File: src/rtl/cpu19_pkg.sv
// Shared definitions for the 19-bit CPU: instruction field layout,
// special opcodes and the fetch/halt state encoding.
package cpu19_pkg;

    localparam int INSTR_W = 19;

    // Instruction field bit positions
    localparam int OP_HI  = 18;
    localparam int OP_LO  = 14;
    localparam int RS_HI  = 13;
    localparam int RS_LO  = 11;
    localparam int RT_HI  = 10;
    localparam int RT_LO  = 8;
    localparam int RD_HI  = 7;
    localparam int RD_LO  = 5;
    localparam int IMM_HI = 7;
    localparam int IMM_LO = 0;

    localparam logic [4:0] NOP_OP  = 5'b00000;
    localparam logic [4:0] HALT_OP = 5'b11111;

    typedef enum logic {
        RUN    = 1'b0,
        HALTED = 1'b1
    } cpu_state_e;

endpackage

File: src/rtl/hazard_unit.sv
// Load-use hazard detection between the instruction in ID and a load in EX.
// r0 is hardwired zero, so a load targeting it never blocks a consumer.
module hazard_unit #(
    parameter logic [4:0] NOP_OP  = cpu19_pkg::NOP_OP,
    parameter logic [4:0] HALT_OP = cpu19_pkg::HALT_OP
) (
    input  logic       ex_memread_i,
    input  logic [2:0] ex_rt_i,
    input  logic [2:0] id_rs_i,
    input  logic [2:0] id_rt_i,
    input  logic [4:0] id_opcode_i,
    input  logic       id_valid_i,
    output logic       stall_o
);
    import cpu19_pkg::*;

    logic reg_match;
    logic real_op;

    // Stall when the ID instruction reads the register a load in EX is writing
    always_comb begin
        reg_match = (ex_rt_i != 3'd0) && ((ex_rt_i == id_rs_i) || (ex_rt_i == id_rt_i));
        real_op   = (id_opcode_i != NOP_OP) && (id_opcode_i != HALT_OP);
        stall_o   = ex_memread_i && id_valid_i && reg_match && real_op;
    end

endmodule

File: src/rtl/if_id_stage.sv
// Fetch stage and IF/ID pipeline register: PC, instruction latch, branch
// flush, load-use stall and HALT handling, plus the decoded ID fields.
module if_id_stage #(
    parameter int         PC_W    = 16,
    parameter logic [4:0] HALT_OP = cpu19_pkg::HALT_OP,
    parameter logic [4:0] NOP_OP  = cpu19_pkg::NOP_OP
) (
    input  logic            clk,
    input  logic            rst,
    output logic [PC_W-1:0] imem_addr,
    input  logic [18:0]     imem_data,
    input  logic            br_taken,
    input  logic [PC_W-1:0] br_target,
    input  logic            EX_memread,
    input  logic [2:0]      EX_rt,
    output logic [4:0]      ID_opcode,
    output logic [2:0]      ID_rs,
    output logic [2:0]      ID_rt,
    output logic [2:0]      ID_rd,
    output logic [7:0]      ID_immediate,
    output logic [PC_W-1:0] ID_pc,
    output logic            ID_valid,
    output logic            stall,
    output logic            id_bubble,
    output logic            halted,
    output logic [15:0]     stall_count
);
    import cpu19_pkg::*;

    logic [PC_W-1:0]    pc_q, pc_d;
    logic [INSTR_W-1:0] instr_q, instr_d;
    logic [PC_W-1:0]    id_pc_q, id_pc_d;
    logic               id_valid_q, id_valid_d;
    cpu_state_e         state_q, state_d;
    logic [15:0]        stall_cnt_q, stall_cnt_d;
    logic               hazard;
    logic               halt_det;

    // Field decode straight off the IF/ID register; rd and immediate overlap
    always_comb begin
        ID_opcode    = instr_q[OP_HI:OP_LO];
        ID_rs        = instr_q[RS_HI:RS_LO];
        ID_rt        = instr_q[RT_HI:RT_LO];
        ID_rd        = instr_q[RD_HI:RD_LO];
        ID_immediate = instr_q[IMM_HI:IMM_LO];
    end

    hazard_unit #(
        .NOP_OP  (NOP_OP),
        .HALT_OP (HALT_OP)
    ) u_hazard (
        .ex_memread_i (EX_memread),
        .ex_rt_i      (EX_rt),
        .id_rs_i      (ID_rs),
        .id_rt_i      (ID_rt),
        .id_opcode_i  (ID_opcode),
        .id_valid_i   (id_valid_q),
        .stall_o      (hazard)
    );

    // Status outputs; nothing stalls once fetch has halted
    always_comb begin
        halt_det    = id_valid_q && (ID_opcode == HALT_OP);
        stall       = hazard && (state_q == RUN);
        halted      = (state_q == HALTED);
        id_bubble   = stall || !id_valid_q || halted;
        imem_addr   = pc_q;
        ID_pc       = id_pc_q;
        ID_valid    = id_valid_q;
        stall_count = stall_cnt_q;
    end

    // Next state: flush beats stall beats halt beats normal fetch
    always_comb begin
        pc_d        = pc_q;
        instr_d     = instr_q;
        id_pc_d     = id_pc_q;
        id_valid_d  = id_valid_q;
        state_d     = state_q;
        stall_cnt_d = stall_cnt_q;
        if (state_q == RUN) begin
            if (br_taken) begin
                pc_d       = br_target;
                instr_d    = '0;
                id_valid_d = 1'b0;
            end else if (hazard) begin
                if (stall_cnt_q != 16'hFFFF)
                    stall_cnt_d = stall_cnt_q + 16'd1;
            end else if (halt_det) begin
                instr_d    = '0;
                id_valid_d = 1'b0;
                state_d    = HALTED;
            end else begin
                instr_d    = imem_data;
                id_pc_d    = pc_q;
                id_valid_d = 1'b1;
                pc_d       = pc_q + PC_W'(1);
            end
        end else begin
            id_valid_d = 1'b0;
        end
    end

    // State registers with synchronous reset
    always_ff @(posedge clk) begin
        if (rst) begin
            pc_q        <= '0;
            instr_q     <= '0;
            id_pc_q     <= '0;
            id_valid_q  <= 1'b0;
            state_q     <= RUN;
            stall_cnt_q <= '0;
        end else begin
            pc_q        <= pc_d;
            instr_q     <= instr_d;
            id_pc_q     <= id_pc_d;
            id_valid_q  <= id_valid_d;
            state_q     <= state_d;
            stall_cnt_q <= stall_cnt_d;
        end
    end

endmodule

File: config.mk
export PLATFORM = sky130hd
export DESIGN_NAME = if_id_stage
export DESIGN_NICKNAME = d
export VERILOG_FILES = /design/src/rtl/cpu19_pkg.sv /design/src/rtl/hazard_unit.sv /design/src/rtl/if_id_stage.sv
export SDC_FILE = /design/constraint.sdc
export NUM_CORES = 1
export LEC_CHECK = 0
export ABC_CLOCK_PERIOD_IN_PS = 6900
export CAP_MARGIN = 20
export CORE_MARGIN = 3
export CORE_UTILIZATION = 49
export CTS_CLUSTER_SIZE = 28
export DETAILED_ROUTE_END_ITERATION = 10
export MAX_ROUTING_LAYER = met4
export PLACE_DENSITY = 0.89
export SYNTH_ARGS = -nofsm -noshare
export SYNTH_HDL_FRONTEND = slang
export SYNTH_HIERARCHICAL = 1
export SYNTH_SLANG_ARGS = --single-unit
File: constraint.sdc
create_clock -name clk -period 6.9 [get_ports clk]
set_input_delay 1.725 -clock clk [delete_from_list [all_inputs] [get_ports clk]]
set_output_delay 1.725 -clock clk [all_outputs]
set_load 0.02 [all_outputs]
# Word-level counts from Yosys, hierarchy flattened
# Cells that the tools add are included.
# word_totals
in_bits	42
register_bits	69
word_cells	48
# classes
addsub	2
reduce_logical	18
bitwise_logic	4
mux	11
n_eq_ne	7
# ops
operator	n
$mux W19	3
$mux W16	3
$add A16 B1 Y16 const B	2
$ne A16 B16 Y1 const B	1
$reduce_and A4 Y1	2
$logic_and A1 B1 Y1	7
$eq A3 B3 Y1	2
$eq A5 B5 Y1 const B	1
$mux W1	5
$ne A5 B5 Y1 const B	1
$reduce_bool A5 Y1	1
$ne A2 B2 Y1 const B	2
$not A1 Y1	4
$logic_or A1 B1 Y1	3
$reduce_and A3 Y1	1
$reduce_bool A3 Y1	1
$reduce_or A3 Y1	1
$reduce_and A2 Y1	1
$logic_not A1 Y1	1

# Depth between registers and ports, before layout
# Gate-level depths: netlist (run 1).
# logic_depth
word_depth	8
ltp_mapped	9

# Hierarchy
# The synthesis (run 1) kept the hierarchy.
# by_module_without_submodules
mod	n_inst	area_each_um2	cells_per_inst
if_id_stage	1	3205.6	383
hazard_unit	1	112.6	15

# Worst setup path after synthesis (run 1)
# OpenSTA, ideal clock, no wires.
# synth_path
path_kind	input-to-output
startpoint	input EX_rt[2]
endpoint	output stall
arrival_time_ns	2.950
stages	4
n_path_buf	0
path_slack_ns	2.225
path_cell_list	xnor2_1 > nand3_1 > a2111oi_2 > nor2b_1
# synth_via
elab_chain_cells	6
word_cells_on_any_way	8
# synth_lines
item	line	source
start: declaration	if_id_stage.sv:15	input logic [2:0] EX_rt,
$eq A3 B3 Y1	hazard_unit.sv:22	reg_match = (ex_rt_i != 3'd0) && ((ex_rt_i == id_rs_i) || (ex_rt_i == id_rt_i));
$logic_or A1 B1 Y1	hazard_unit.sv:22	
$logic_and A1 B1 Y1 *	hazard_unit.sv:22	
$logic_and A1 B1 Y1 * (2 in a row)	hazard_unit.sv:24	stall_o = ex_memread_i && id_valid_i && reg_match && real_op;
named net hazard	if_id_stage.sv:36	logic hazard;
$logic_and A1 B1 Y1 *	if_id_stage.sv:64	stall = hazard && (state_q == RUN);
end: declaration	if_id_stage.sv:23	output logic stall,
# Mark *: on every way through the listed nets, which the timed path passes. The rest lies on a longest branch.

# Final worst setup path (run 1)
# layout_path
startpoint	input EX_rt[0]
endpoint	output stall
# The elaborated chain is that of the path after synthesis.

==> flow_summary.toml, run 1 <==
[sta]
fin_crit_ns = 5.87
final_max_slew_viol_count = 0
fmax_mhz = 170
slew_headroom = 0.407
finalSetupViolations = 0
rsz0062_at_grt = "false"
setup_tns_ns = 0
fin_crit_sh = 0.851
hold_viol_final = 0
worst_slew_pin_slew_ns = 0.889
finalClockSkew_ns = 0.00773

[clocking]
clkLatencyLatePin_ns = 0.34
ctsResizeCount = 0
cts_root_buf = "clkbuf_8"
hold_buffers = 0
h-tree-depth = 3
cts_setup_buffers = 0
clk_path_buf_depth = 2
numCtsBuffers = 9
cts_sinks = 69
clk_pin_slew_ns = 0.07
tritoncts = "done"

[setup_path]
crit_fanout = 7
crit_path_cell_trace = "clkdlybuf4s50_1 -> xnor2_1 -> nand3_1 -> a2111oi_2 -> nor2b_1 -> clkdlybuf4s50_1"
required_ns = 5.18
path_buf_inv = 2
arrival_ns = 4.14
critPathTopFamily = "buffers and inverters"
crit_top_cell = "clkdlybuf4s50_1"
cpPeakStageDelay_ns = 0.78
crit_path_end_kind = "primary output"
critical_path_depth = 6
r2r_cells = 6
path_class = "in2out"
slowest_stage = "a2111oi_2"
critPathLaunchType = "input pin"

[pwr]
leakage_nw = 1.66
peakVddDrop_v = 0.000118
power_density_mw_per_mm2 = 199
power_mw = 0.933

[final_layout]
post-route-util = 0.727
diodes = 0
fillCellCount = 503
multi_input_area_mm2 = 0.00179
ff_latch_area_mm2 = 0.00138
area_growth_pct = 41.5
drive_above_1_share = 0.0672
final_cells = 583
final_nets = 545

[floorplan]
io_pins = 116
dieArea_mm2 = 0.00780
die_h_um = 88.3
rows = 29
start_util = 0.514
fp.dieW_um = 88.3
core-area_mm2 = 0.00646

[routing]
vias = 3457
drc = 0
wl_mm = 9.59
routed_via_density = 5.93
post_drt_wl_per_cell_um = 16.5
drtIter0Drc = 217
postRouteAntennaNets = 0
drt_first_pass_iters = 5

[hold_path]
holdPathStages = 2
min_path_type = "reg2reg"

[logic_synthesis]
yosys_warnings = 6
synth-seq-area-share = 0.416
synth_flop_cell = "dfxtp_1"
synthesis.area_mm2 = 0.00332
ys_ff_latch = 69
synth_edf_count = 0
synth-async-reset-ratio = 0
synthCells = 398
synth.avg_cell_area_um2 = 8.34
syn-num-nets = 442
yosysUniqueCellTypes = 59

[placement]
dp_hpwl_mm = 6.61
dpl.cell_count = 567
gp_routability_congestion = 0.825
io_buffers = 115

[global_route]
grt_max_degree = 75
grt_use_total = 0.260
overflow = 0
antenna_found_initial = 0
grt_pass1_wl_mm = 15.5
grt_pass1_vias = 3334

[outcome]
status = "finished clean"

[run]
max_cap_violations = 0
final timing paths:
check / startpoint / endpoint / slack [ns]
setup / recovery: EX_rt[0] / stall / 1.03
setup reg to reg: ID_valid / stall_count[6] / 3.94
hold reg to reg: ID_pc[14] / ID_pc[14] / 0.45
hold / removal: ID_pc[14] / ID_pc[14] / 0.45
through the flow:
step / cell area (um2) / hold WS, ns / setup WS, ns
after floorplan: 3320 / 0.533 / 2.22
after global placement: 4470 / 0.441 / 1.08
after detailed placement: 4470 / 0.446 / 1.04
after CTS: 4690 / 0.456 / 1.04
after global routing: 4690 / 0.473 / 0.904
final: 4690 / 0.454 / 1.03
cells in the mapped netlist (8+ instances only):
cell type  instances  area share
o211ai_1           9       0.020
a22oi_1           22       0.050
nand3_1           14       0.021
clkbuf_1          11       0.012
nor2_1            36       0.041
or4_1              8       0.018
a21oi_1           36       0.054
a31oi_1           10       0.019
nand4_1            8       0.015
nor2b_1            8       0.015
buf_2             10       0.015
nand2_1           57       0.064
o21ai_0            8       0.012
dfxtp_1           69        0.42
layout make-up:
class                      count  area share
multi-input combinational    296       0.380
clock inverter                 4      0.0149
inverter                       4     0.00320
sequential                    69       0.294
timing repair buffer         121       0.254
clock buffer                  12      0.0330
tap                           77      0.0205
flip-flops by register name, indices dropped and copies added, names as in the netlist:
signal and flops:
imem_addr 16, ID_pc 16, halted 1, instr_q 19, ID_valid 1, stall_count 16
where the power goes:
group          total (mW)  leakage [nW]  internal (mW)  switching, mW
Clock               0.372         0.116          0.222          0.150
Combinational       0.129         0.976         0.0666         0.0628
Sequential          0.432         0.563          0.413         0.0190
Total               0.933          1.66          0.702          0.231
routing by layer:
layer  vias to the layer above  GRT usage  routed length, um
met5                         -          -                  0
met4                         0      0.107                181
met3                        18     0.0521                754
met2                       165      0.419               4570
met1                      1599      0.318               4080
li1                       1675          -                  -
logic make-up (layout without fill, tap and decap cells):
| kind of cell | after synthesis | after routing | share of synthesized area |
|---|---|---|---|
| fa+ha+maj | 2 | 2 | 0.00754 |
| buf+inv | 33 | 141 | 0.0456 |
| compound gates | 110 | 110 | 0.221 |
| mux | 10 | 10 | 0.0328 |
| simple gates | 168 | 168 | 0.261 |
| xor+xnor | 6 | 6 | 0.0158 |
| flops | 69 | 69 | 0.416 |
worst reg2reg max path, delay by kind of cell (launching register included):
family           cells  cell delay [ns]
AO/OA/AOI/OAI        3             1.14
flip-flops           1             0.46
AND/OR/NAND/NOR      3             1.30
layout by cell type (no fill, tap or decap), types with 3 or more instances in the layout:
| cell type | n |
|---|---|
| o21ai_0 | 8 |
| nor2_1 | 36 |
| and3_1 | 6 |
| a22oi_1 | 22 |
| nand2_1 | 57 |
| o211ai_1 | 9 |
| clkdlybuf4s50_1 | 114 |
| a31oi_1 | 10 |
| xnor2_1 | 6 |
| mux2i_1 | 3 |
| a21oi_1 | 36 |
| clkbuf_8 | 11 |
| nand4_1 | 8 |
| nor2b_1 | 8 |
| buf_4 | 6 |
| nor4_1 | 3 |
| nand3_1 | 14 |
| mux2_1 | 6 |
| or3_1 | 5 |
| a32oi_1 | 3 |
| and4_1 | 6 |
| or4_1 | 8 |
| dfxtp_1 | 69 |
(Power assumes the default switching activity.)
==> run 2: changes to the inputs <==
Settings changed: CTS_CLUSTER_SIZE 28 to default.
==> results of run 2 <==
Final layout, timing and power as in run 1 (identical DEF).
==> run 3: changes to the inputs <==
Settings changed: ABC_CLOCK_PERIOD_IN_PS 6900 to default, PLACE_DENSITY 0.89 to default, PLACE_DENSITY_LB_ADDON from default to 0.2.
==> flow_summary.toml, run 3 (synthesis results as in run 1) <==
[clocking]
h-tree-depth = 3
cts_sinks = 69
ctsResizeCount = 0
clk_pin_slew_ns = 0.08
tritoncts = "done"
cts_setup_buffers = 0
hold_buffers = 0
cts_root_buf = "clkbuf_8"
numCtsBuffers = 9
clkLatencyLatePin_ns = 0.34
clk_path_buf_depth = 2

[pwr]
switching_power_mw = 0.237
clkPwrFrac = 0.398
power_mw = 0.928
p_comb_frac = 0.138
leakage_nw = 1.65
peakVddDrop_v = 0.000120
seqPwrFrac = 0.464
switching_share = 0.255
p_int_mw = 0.691
power_density_mw_per_mm2 = 198

[global_route]
grt_max_degree = 75
overflow = 0
grt_use_total = 0.242
grt_pass1_vias = 3176
antenna_found_initial = 0
grt_pass1_wl_mm = 14.5

[setup_path]
crit_fanout = 7
crit_path_end_kind = "primary output"
slowest_stage = "a2111oi_2"
required_ns = 5.18
r2r_cells = 7
critPathTopFamily = "buffers and inverters"
arrival_ns = 4.08
critPathLaunchType = "input pin"
path_class = "in2out"
crit_path_cell_trace = "clkdlybuf4s50_1 -> xnor2_1 -> nand3_1 -> a2111oi_2 -> nor2b_1 -> clkdlybuf4s50_1"
path_buf_inv = 2
cpPeakStageDelay_ns = 0.72
critical_path_depth = 6
crit_top_cell = "clkdlybuf4s50_1"

[sta]
worst_slew_pin_slew_ns = 0.991
fmax_mhz = 172
rsz0062_at_grt = "false"
final_max_slew_viol_count = 0
finalSetupViolations = 0
hold_viol_final = 0
fin_crit_sh = 0.841
fin_crit_ns = 5.80
finalClockSkew_ns = 0.0131
slew_headroom = 0.338
setup_tns_ns = 0

[final_layout]
final_cells = 582
final_nets = 544
top_register = "instr_q"
largest_reg_flops = 19
final_common_cell = "clkdlybuf4s50_1"
final_cell_mix = "clkdlybuf4s50_1 (114), dfxtp_1 (69), nand2_1 (57)"
drive_above_1_share = 0.0673
area_growth_pct = 41.2
diodes = 0
stdcell_area_mm2 = 0.00469

[floorplan]
dieArea_mm2 = 0.00780
die_h_um = 88.3
fp.dieW_um = 88.3
core-area_mm2 = 0.00646
io_pins = 116
rows = 29
start_util = 0.514

[run]
max_cap_violations = 0

[routing]
drtIter0Drc = 190
drt_first_pass_iters = 4
vias = 3463
drc = 0
postRouteAntennaNets = 0
routed_via_density = 5.95
post_drt_wl_per_cell_um = 15.6
wl_mm = 9.05

[placement]
io_buffers = 115
gp_routability_congestion = 0.772
dpl.cell_count = 566
dp_hpwl_mm = 6.07
placed_cell_area_mm2 = 0.00446

[hold_path]
holdPathStages = 2
min_path_type = "reg2reg"

[outcome]
status = "finished clean"
## run 3: cell types whose count changed in the layout (fill, tap and decap cells not counted), sizes merged
cell,before,now
clkinv,3,4
clkbuf,12,10
clkinvlp,0,1
buf,7,6
## run 3: power groups by stage
stage               clock [mW]  sequential [mW]  combinational (mW)
floorplan                    0            0.453              0.0485
global placement             0            0.439               0.126
detailed placement           0            0.439               0.128
CTS                      0.377            0.430               0.129
global route             0.395            0.433               0.138
finish                   0.369            0.431               0.128
## run 3: final timing paths
check / start / endpoint / slack (ns)
setup / recovery: EX_rt[0] / stall / 1.10
hold / removal: ID_pc[4] / ID_pc[4] / 0.45
setup reg to reg: instr_q[8] / stall_count[6] / 4.06
hold reg to reg: ID_pc[4] / ID_pc[4] / 0.45
## run 3: metal layers
layer	routed length, um	up-vias	GRT usage	share of wire
met3	654	11	0.0521	0.072
met1	4010	1651	0.301	0.44
met2	4280	125	0.387	0.47
met5	0	-	-	0
met4	112	0	0.0852	0.012
li1	-	1676	-	-
## run 3: final cells by class
class	count	area, um2
Clock buffer	10	138
Sequential cell	69	1380
Clock inverter	6	86.3
Fill cell	495	1770
Tap cell	77	96.3
Inverter	4	15.0
Multi-Input combinational cell	296	1790
Timing Repair Buffer	120	1180
## run 3: stage by stage
| stage | hold WS (ns) | setup slack (ns) | util |
|---|---|---|---|
| 2_1_floorplan | 0.533 | 2.22 | - |
| 3_3_place_gp | 0.440 | 1.17 | 0.691 |
| 3_5_place_dp | 0.446 | 1.12 | 0.691 |
| 4_1_cts | 0.455 | 1.12 | 0.725 |
| 5_1_grt | 0.482 | 0.886 | 0.725 |
| 6_report | 0.454 | 1.10 | 0.725 |
## run 3: tightest hold or removal path, cell delays in order (launching register included)
cell	delay [ns]
dfxtp_1	0.31
nand2_1	0.05
a21oi_1	0.05
